==> src/rtl/pcm_to_pdm.sv <==
// pcm_to_pdm: second-order sigma-delta modulator turning 16-bit PCM into a 1-bit PDM stream,
// with a 2-deep input FIFO decoupling the producer from the OSR-cycle load grid.
module pcm_to_pdm #(
   parameter int OSR  = 100,
   parameter int I1_W = 20,
   parameter int I2_W = 24
) (
   input  logic               clk,
   input  logic               rst,
   input  logic signed [15:0] pcm_in,
   input  logic               pcm_valid,
   output logic               pcm_ready,
   output logic               pdm_out,
   output logic               sample_strobe,
   output logic               underrun
);
   localparam int PW = $clog2(OSR);
   localparam int SW = I2_W + 2;
   localparam logic signed [SW-1:0] I1_MAX = {{(SW-I1_W+1){1'b0}}, {(I1_W-1){1'b1}}};
   localparam logic signed [SW-1:0] I1_MIN = ~I1_MAX;
   localparam logic signed [SW-1:0] I2_MAX = {{(SW-I2_W+1){1'b0}}, {(I2_W-1){1'b1}}};
   localparam logic signed [SW-1:0] I2_MIN = ~I2_MAX;

   logic [PW-1:0]          ph_q, ph_d;
   logic [1:0]             cnt_q, cnt_d;
   logic signed [15:0]     head_q, head_d, tail_q, tail_d, x_q, x_d;
   logic signed [I1_W-1:0] i1_q, i1_d;
   logic signed [I2_W-1:0] i2_q, i2_d;
   logic                   pdm_q, pdm_d, strobe_q, strobe_d, under_q, under_d;
   logic                   load, push, pop;
   logic signed [SW-1:0]   f, s1, s2;

   assign pcm_ready     = cnt_q < 2'd2;
   assign pdm_out       = pdm_q;
   assign sample_strobe = strobe_q;
   assign underrun      = under_q;

   always_comb begin
      load     = ph_q == PW'(OSR - 1);
      push     = pcm_valid && pcm_ready;
      pop      = load && cnt_q != 2'd0;
      ph_d     = load ? '0 : ph_q + 1'b1;
      cnt_d    = cnt_q + {1'b0, push} - {1'b0, pop};
      // head is slot 0, tail slot 1; a push lands in whichever slot is free after the pop
      head_d   = pop ? (cnt_q == 2'd2 ? tail_q : pcm_in) : (push && cnt_q == 2'd0 ? pcm_in : head_q);
      tail_d   = push && (cnt_q - {1'b0, pop}) == 2'd1 ? pcm_in : tail_q;
      x_d      = pop ? head_q : x_q;
      strobe_d = pop;
      under_d  = load && cnt_q == 2'd0;
      f        = pdm_q ? SW'(32768) : -SW'(32768);
      s1       = SW'(i1_q) + SW'(x_q >>> 1) - f;
      i1_d     = I1_W'(s1 > I1_MAX ? I1_MAX : s1 < I1_MIN ? I1_MIN : s1);
      s2       = SW'(i2_q) + SW'(i1_d) - f;
      i2_d     = I2_W'(s2 > I2_MAX ? I2_MAX : s2 < I2_MIN ? I2_MIN : s2);
      pdm_d    = ~i2_d[I2_W-1];
   end

   always_ff @(posedge clk or posedge rst) begin
      if (rst) begin
         ph_q     <= '0;
         cnt_q    <= '0;
         head_q   <= '0;
         tail_q   <= '0;
         x_q      <= '0;
         i1_q     <= '0;
         i2_q     <= '0;
         pdm_q    <= 1'b0;
         strobe_q <= 1'b0;
         under_q  <= 1'b0;
      end else begin
         ph_q     <= ph_d;
         cnt_q    <= cnt_d;
         head_q   <= head_d;
         tail_q   <= tail_d;
         x_q      <= x_d;
         i1_q     <= i1_d;
         i2_q     <= i2_d;
         pdm_q    <= pdm_d;
         strobe_q <= strobe_d;
         under_q  <= under_d;
      end
   end
endmodule

==> config.mk <==
export PLATFORM = sky130hd
export DESIGN_NAME = pcm_to_pdm
export DESIGN_NICKNAME = d
export VERILOG_FILES = /design/src/rtl/pcm_to_pdm.sv
export SDC_FILE = /design/constraint.sdc
export NUM_CORES = 1
export LEC_CHECK = 0
export CORE_MARGIN = 2
export CORE_UTILIZATION = 63
export DETAILED_ROUTE_END_ITERATION = 12
export GPL_TIMING_DRIVEN = 0
export PLACE_DENSITY_LB_ADDON = 0.12
export SYNTH_ARGS = -nofsm -noshare
export SYNTH_HDL_FRONTEND = slang
export SYNTH_SLANG_ARGS = --single-unit
export TNS_END_PERCENT = 50
==> constraint.sdc <==
create_clock -name clk -period 8.6 [get_ports clk]
set_clock_uncertainty 0.1 [all_clocks]
set_input_delay 1.72 -clock clk [delete_from_list [all_inputs] [get_ports clk]]
set_output_delay 1.72 -clock clk [all_outputs]
set_load 0.02 [all_outputs]
### Word-level counts from Yosys, hierarchy flattened

Index checks and enable logic that the tools add are counted.

| storage, ports and cells | value |
|---|---|
| word-level logic and storage cells | 44 |
| flip-flop bits (word level) | 104 |
| input port bits | 19 |
| output and inout bits | 4 |

| operators by class | value |
|---|---|
| reduce and logical (&&, ||, !) cells | 8 |
| add/subtract/negate cells | 8 |
| muxes and demuxes | 9 |
| equality and inequality tests | 3 |
| $lt $le $gt $ge | 5 |
| bitwise operators | 1 |

Operators by type and width:

| cell | number |
|---|---|
| 2-to-1 mux 16 bit | 3 |
| 2-to-1 mux 24 bit | 2 |
| 2-to-1 mux 20 bit | 2 |
| > comparator 26 x 20 -> 1 bit (second input constant) | 1 |
| > comparator 26 x 24 -> 1 bit (second input constant) | 1 |
| < comparator 26 x 20 -> 1 bit (second input constant) | 1 |
| < comparator 26 x 24 -> 1 bit (second input constant) | 1 |
| 2-to-1 mux 26 bit | 1 |
| subtractor 21 x 26 -> 26 bit | 1 |
| subtractor 25 x 26 -> 26 bit | 1 |
| adder 24 x 20 -> 25 bit | 1 |
| adder 20 x 15 -> 21 bit | 1 |
| adder 7 x 1 -> 7 bit (second input constant) | 1 |
| == test 7 bit (second input constant) | 1 |
| 2-to-1 mux 7 bit | 1 |
| logical AND 1 bit | 5 |
| nonzero test 2 bit | 2 |
| subtractor 2 x 1 -> 2 bit | 2 |
| adder 2 x 1 -> 2 bit | 1 |
| == test 2 x 1 -> 1 bit (second input constant) | 1 |
| == test 2 bit (second input constant) | 1 |
| logical NOT 2 bit | 1 |
| < comparator 2 bit (second input constant) | 1 |
| inverter 1 bit | 1 |

### Logic depth before layout (Yosys ltp)

| depth | value |
|---|---|
| depth after elaboration | 11 |
| gate-level depth with buffers | 26 |
| gate-level depth less buffers | 24 |

### Worst setup path after synthesis

OpenSTA, ideal clock, no wires.

| timing | value |
|---|---|
| path type | register -> register |
| start point | reg pdm_q (netlist: pdm_out) |
| end point | reg i2_q[20] |
| required time | 8.382 ns |
| setup time | 0.118 ns |
| path slack | 2.181 ns |
| arrival time | 6.201 ns |
| buffers on the path | 3 |
| stages on the path, launching flop included | 25 |
| cell sequence | dfrtp_1 inv_1 fa_1 inv_1 ha_1 a21o_1 a21o_1 a21oi_1 mux2_2 a311o_2 a21o_4 buf_4 a21oi_1 fa_1 ha_1 clkbuf_1 and4_1 a221oi_1 o211ai_1 a311o_1 mux2_2 clkinv_2 a21oi_2 buf_6 a21o_1 |

| on the way | value |
|---|---|
| cells in the longest elaborated chain, start to end | 10 |
| elaborated cells between the ends (all ways) | 12 |

Ends and longest elaborated chain:

| element | line | text |
|---|---|---|
| start, declared | 29 | `logic pdm_q, pdm_d, strobe_q, strobe_d, under_q, under_d;` |
| start signal, assigned | 78 | `pdm_q <= pdm_d;` |
| 2-to-1 mux 26 bit * | 50 | `f = pdm_q ? SW'(32768) : -SW'(32768);` |
| subtractor 21 x 26 -> 26 bit * | 51 | `s1 = SW'(i1_q) + SW'(x_q >>> 1) - f;` |
| < comparator 26 x 20 -> 1 bit | 52 | `i1_d = I1_W'(s1 > I1_MAX ? I1_MAX : s1 < I1_MIN ? I1_MIN : s1);` |
| 2-to-1 mux 20 bit | 52 |  |
| 2-to-1 mux 20 bit * | 52 |  |
| net i1_d[16] | 27 | `logic signed [I1_W-1:0] i1_q, i1_d;` |
| adder 24 x 20 -> 25 bit * | 53 | `s2 = SW'(i2_q) + SW'(i1_d) - f;` |
| subtractor 25 x 26 -> 26 bit * | 53 |  |
| < comparator 26 x 24 -> 1 bit | 54 | `i2_d = I2_W'(s2 > I2_MAX ? I2_MAX : s2 < I2_MIN ? I2_MIN : s2);` |
| 2-to-1 mux 24 bit | 54 |  |
| 2-to-1 mux 24 bit * | 54 |  |
| net i2_d[20] | 28 | `logic signed [I2_W-1:0] i2_q, i2_d;` |
| end signal, assigned | 77 | `i2_q <= i2_d;` |
| end, declared | 28 |  |

Mark *: on every way through the listed nets, which the timed path passes. The rest lies on a longest branch.
A chain may end at the register's enable or synchronous reset.

### Worst setup path in the final report

| timing | value |
|---|---|
| start point | reg pdm_q (netlist: pdm_out) |
| end point | reg i2_q[5] |

| on the way | value |
|---|---|
| cells in the longest elaborated chain, start to end | 10 |
| elaborated cells between the ends (all ways) | 12 |

Ends and longest elaborated chain:

| element | line |
|---|---|
| 2-to-1 mux 26 bit * | 50 |
| subtractor 21 x 26 -> 26 bit | 51 |
| < comparator 26 x 20 -> 1 bit | 52 |
| 2-to-1 mux 20 bit (2 in series) | 52 |
| adder 24 x 20 -> 25 bit | 53 |
| subtractor 25 x 26 -> 26 bit * | 53 |
| < comparator 26 x 24 -> 1 bit | 54 |
| 2-to-1 mux 24 bit | 54 |
| 2-to-1 mux 24 bit * | 54 |
| net i2_d[5] | 28 |

Marks and branches as above.

==> out/metrics.cfg <==
[sta]
worst_slew_pin_slew_ns = 1.08
tns_ns = 0
period_needed_ns = 7.04
fin_ws_ns = 1.56
fmax_ghz = 0.142
max_slew_margin = 0.277
period_share = 0.819
rsz0062_at_grt = false
finalHoldViolations = 0
slew_violations = 0
setup_viol_count_final = 0

[placement]
finalWeightedCongestion = 0.926
portBuffers = 21
dpl_worst_slack_ns = 1.56
post-dp-hpwl_um = 11800

[logic_synthesis]
synth_top_area_cell = dfrtp_1
ys_warn_count = 0
synth.most_common_cell = inv_1
netlist_top_cells_area = dfrtp_1 (35%), ha_1 (14%), inv_1 (6.5%), a21o_1 (4.4%), xnor2_1 (3.4%)
yosysUniqueCellTypes = 68
synth-seq-area-share = 0.347
synth_common_cells = inv_1 (126), dfrtp_1 (101), ha_1 (80)
synth_nets = 887
synth_top_cell_area_share = 0.347
syn_avg_cell_area_um2 = 9.37
async_reset_ff_frac = 1.00
synth_seq_cells = 101
synth_edf_count = 0
synthCells = 776
syn_area_mm2 = 0.00727
synth_ff_type = dfrtp_1

[worst_setup_path]
cpPeakStageDelay_ns = 0.77
path_buf_inv = 6
critical_path.startpoint_type = register
crit_type = reg -> reg
reg2reg_depth = 25
end_kind = register
cp_max_fo = 10
critPathTopFamily = compound AO/OA/AOI/OAI gates
arrival_ns = 7.19
slowest_stage = dfrtp_1
cpMostUsedCell = a21o_1
critical_path_required_ns = 8.75
reg2reg_to = i2_q[5]
reg2reg_slack_ns = 1.56
rr_startpoint = pdm_out
crit_cells = 25

[cells_and_area]
n_antenna_cell = 0
fillers = 888
area_growth_pct = 9.91
drive_gt1_frac = 0.0848
fin_nets = 920
final_core_util = 0.706

[global_routing]
grt_pass1_vias = 5795
grt_max_degree = 62
track_usage = 0.264
antenna_found_initial = 0
grt_overflow_total = 0
grt_first_pass_wirelength_um = 26800

[routing]
drt-met1-wl_um = 7170
topRoutingLayerUsed = met4
avgViaCountPerCell = 5.70
vias = 5459
wirelength_um = 15200
drtPass1Iterations = 4
wl_met3_um = 363
met2WireLength_um = 7470
final_antenna_net_count = 0
drc = 0
drt_iter0_drc = 348
routedWlPerCell_um = 15.9

[hold_path]
hold_class = reg -> reg
whs_path_depth = 1
min_from = ph_q[0]
min_to = ph_q[0]

[floorplanning]
rows = 39
start_util = 0.643
core_mm2 = 0.0113
ios = 23
chipHeight_um = 111
die_w_um = 111
die_area_mm2 = 0.0124

[cts]
holdBufCountCts = 0
htree_levels = 3
clk_path_buf_depth = 2
cts_resized = 0
cts_sinks = 101
root_buffer = clkbuf_16
cts_setup_buffers = 0
cts_tree = built
cts_buffers = 9
clk_pin_slew_ns = 0.07
worst_skew_pair.late_latency_ns = 0.36

[outcome]
outcome = finished, final reports clean

[power]
p_leak_nw = 4.16
powerDensity_mw_per_mm2 = 145
ir_worst_vdd_v = 0.000135

[flow_run]
max_cap_viol_count = 0

[per-stage QoR]
| stage | area [um2] | instances | total power, W | hold WS (ns) |
|---|---|---|---|---|
| floorplan | 7270 | 776 | 0.000697 | 0.333 |
| global placement | 7660 | 940 | 0.000733 | 0.352 |
| detailed placement | 7690 | 941 | 0.000754 | 0.357 |
| CTS | 8000 | 957 | 0.00117 | 0.367 |
| global route | 8000 | 957 | 0.00122 | 0.399 |
| finish | 8000 | 957 | 0.00116 | 0.363 |
[power by group]
group	internal, W	leakage (nW)	switching (W)
sequential	0.000549	1.27	0.0000425
combinational	0.0000757	2.73	0.0000775
clock	0.000219	0.151	0.000198
[how the worst max path moves through the flow]
| stage | start | endpoint | slack (ns) |
|---|---|---|---|
| floorplan | pdm_out | i2_q[20] | 2.18 |
| global placement | pdm_out | i2_q[11] | 1.66 |
| detailed placement | pdm_out | i2_q[5] | 1.56 |
| CTS | pdm_out | i2_q[5] | 1.52 |
| global route | pdm_out | i2_q[5] | 1.08 |
| finish | pdm_out | i2_q[5] | 1.56 |
[logic make-up (layout without fill, tap and decap cells)]
family	Yosys count	after routing	synth area share
compound gates	216	216	0.206
xor+xnor	41	41	0.0494
fa+ha+maj	92	92	0.171
buf+inv	148	186	0.0832
flops	101	101	0.347
mux	34	34	0.0499
simple gates	144	144	0.0936
[state kept, by name (all words and copies together), names as in the netlist, 2 cells and up]
register,flops
cnt_q,2
i1_q,20
ph_q,7
head_q,15
i2_q,24
x_q,15
tail_q,15
[area by class of cell]
cell class / instances / area [um2] / area share
multi-input combinational: 527 / 4140 / 0.518
clock inverter: 5 / 48.8 / 0.00610
sequential: 101 / 2530 / 0.316
buffer: 21 / 128 / 0.0160
timing repair buffer: 22 / 238 / 0.0297
clock buffer: 11 / 253 / 0.0316
tap: 143 / 179 / 0.0224
inverter: 127 / 480 / 0.0601
[layer usage]
| metal | global-route usage | vias up |
|---|---|---|
| met5 | 0 | - |
| met4 | 0.0807 | 0 |
| met1 | 0.355 | 2675 |
| li1 | - | 2705 |
| met3 | 0.0446 | 15 |
| met2 | 0.443 | 64 |
[cells in the final DEF (no fill, tap or decap), types with 4 or more instances in the layout]
master / netlist / layout
dfrtp_1: 101 / 101
a21o_1: 43 / 43
a21oi_1: 44 / 44
ha_1: 80 / 80
o211ai_1: 6 / 6
o21ai_1: 15 / 15
nand2_1: 59 / 59
clkbuf_1: 13 / 13
nor2_1: 33 / 33
o21a_1: 18 / 18
mux2i_1: 16 / 16
mux2_2: 18 / 18
xnor2_1: 28 / 28
nor3_1: 6 / 6
clkdlybuf4s50_1: 0 / 21
and2_1: 4 / 4
a31oi_1: 4 / 4
nand3_1: 13 / 13
clkbuf_16: 0 / 9
fa_1: 12 / 12
inv_1: 126 / 125
o21ai_0: 47 / 47
nand2b_1: 10 / 10
xor2_1: 13 / 13
or3_1: 4 / 4
buf_6: 5 / 5
No activity file was read; power rests on OpenSTA's default activity.
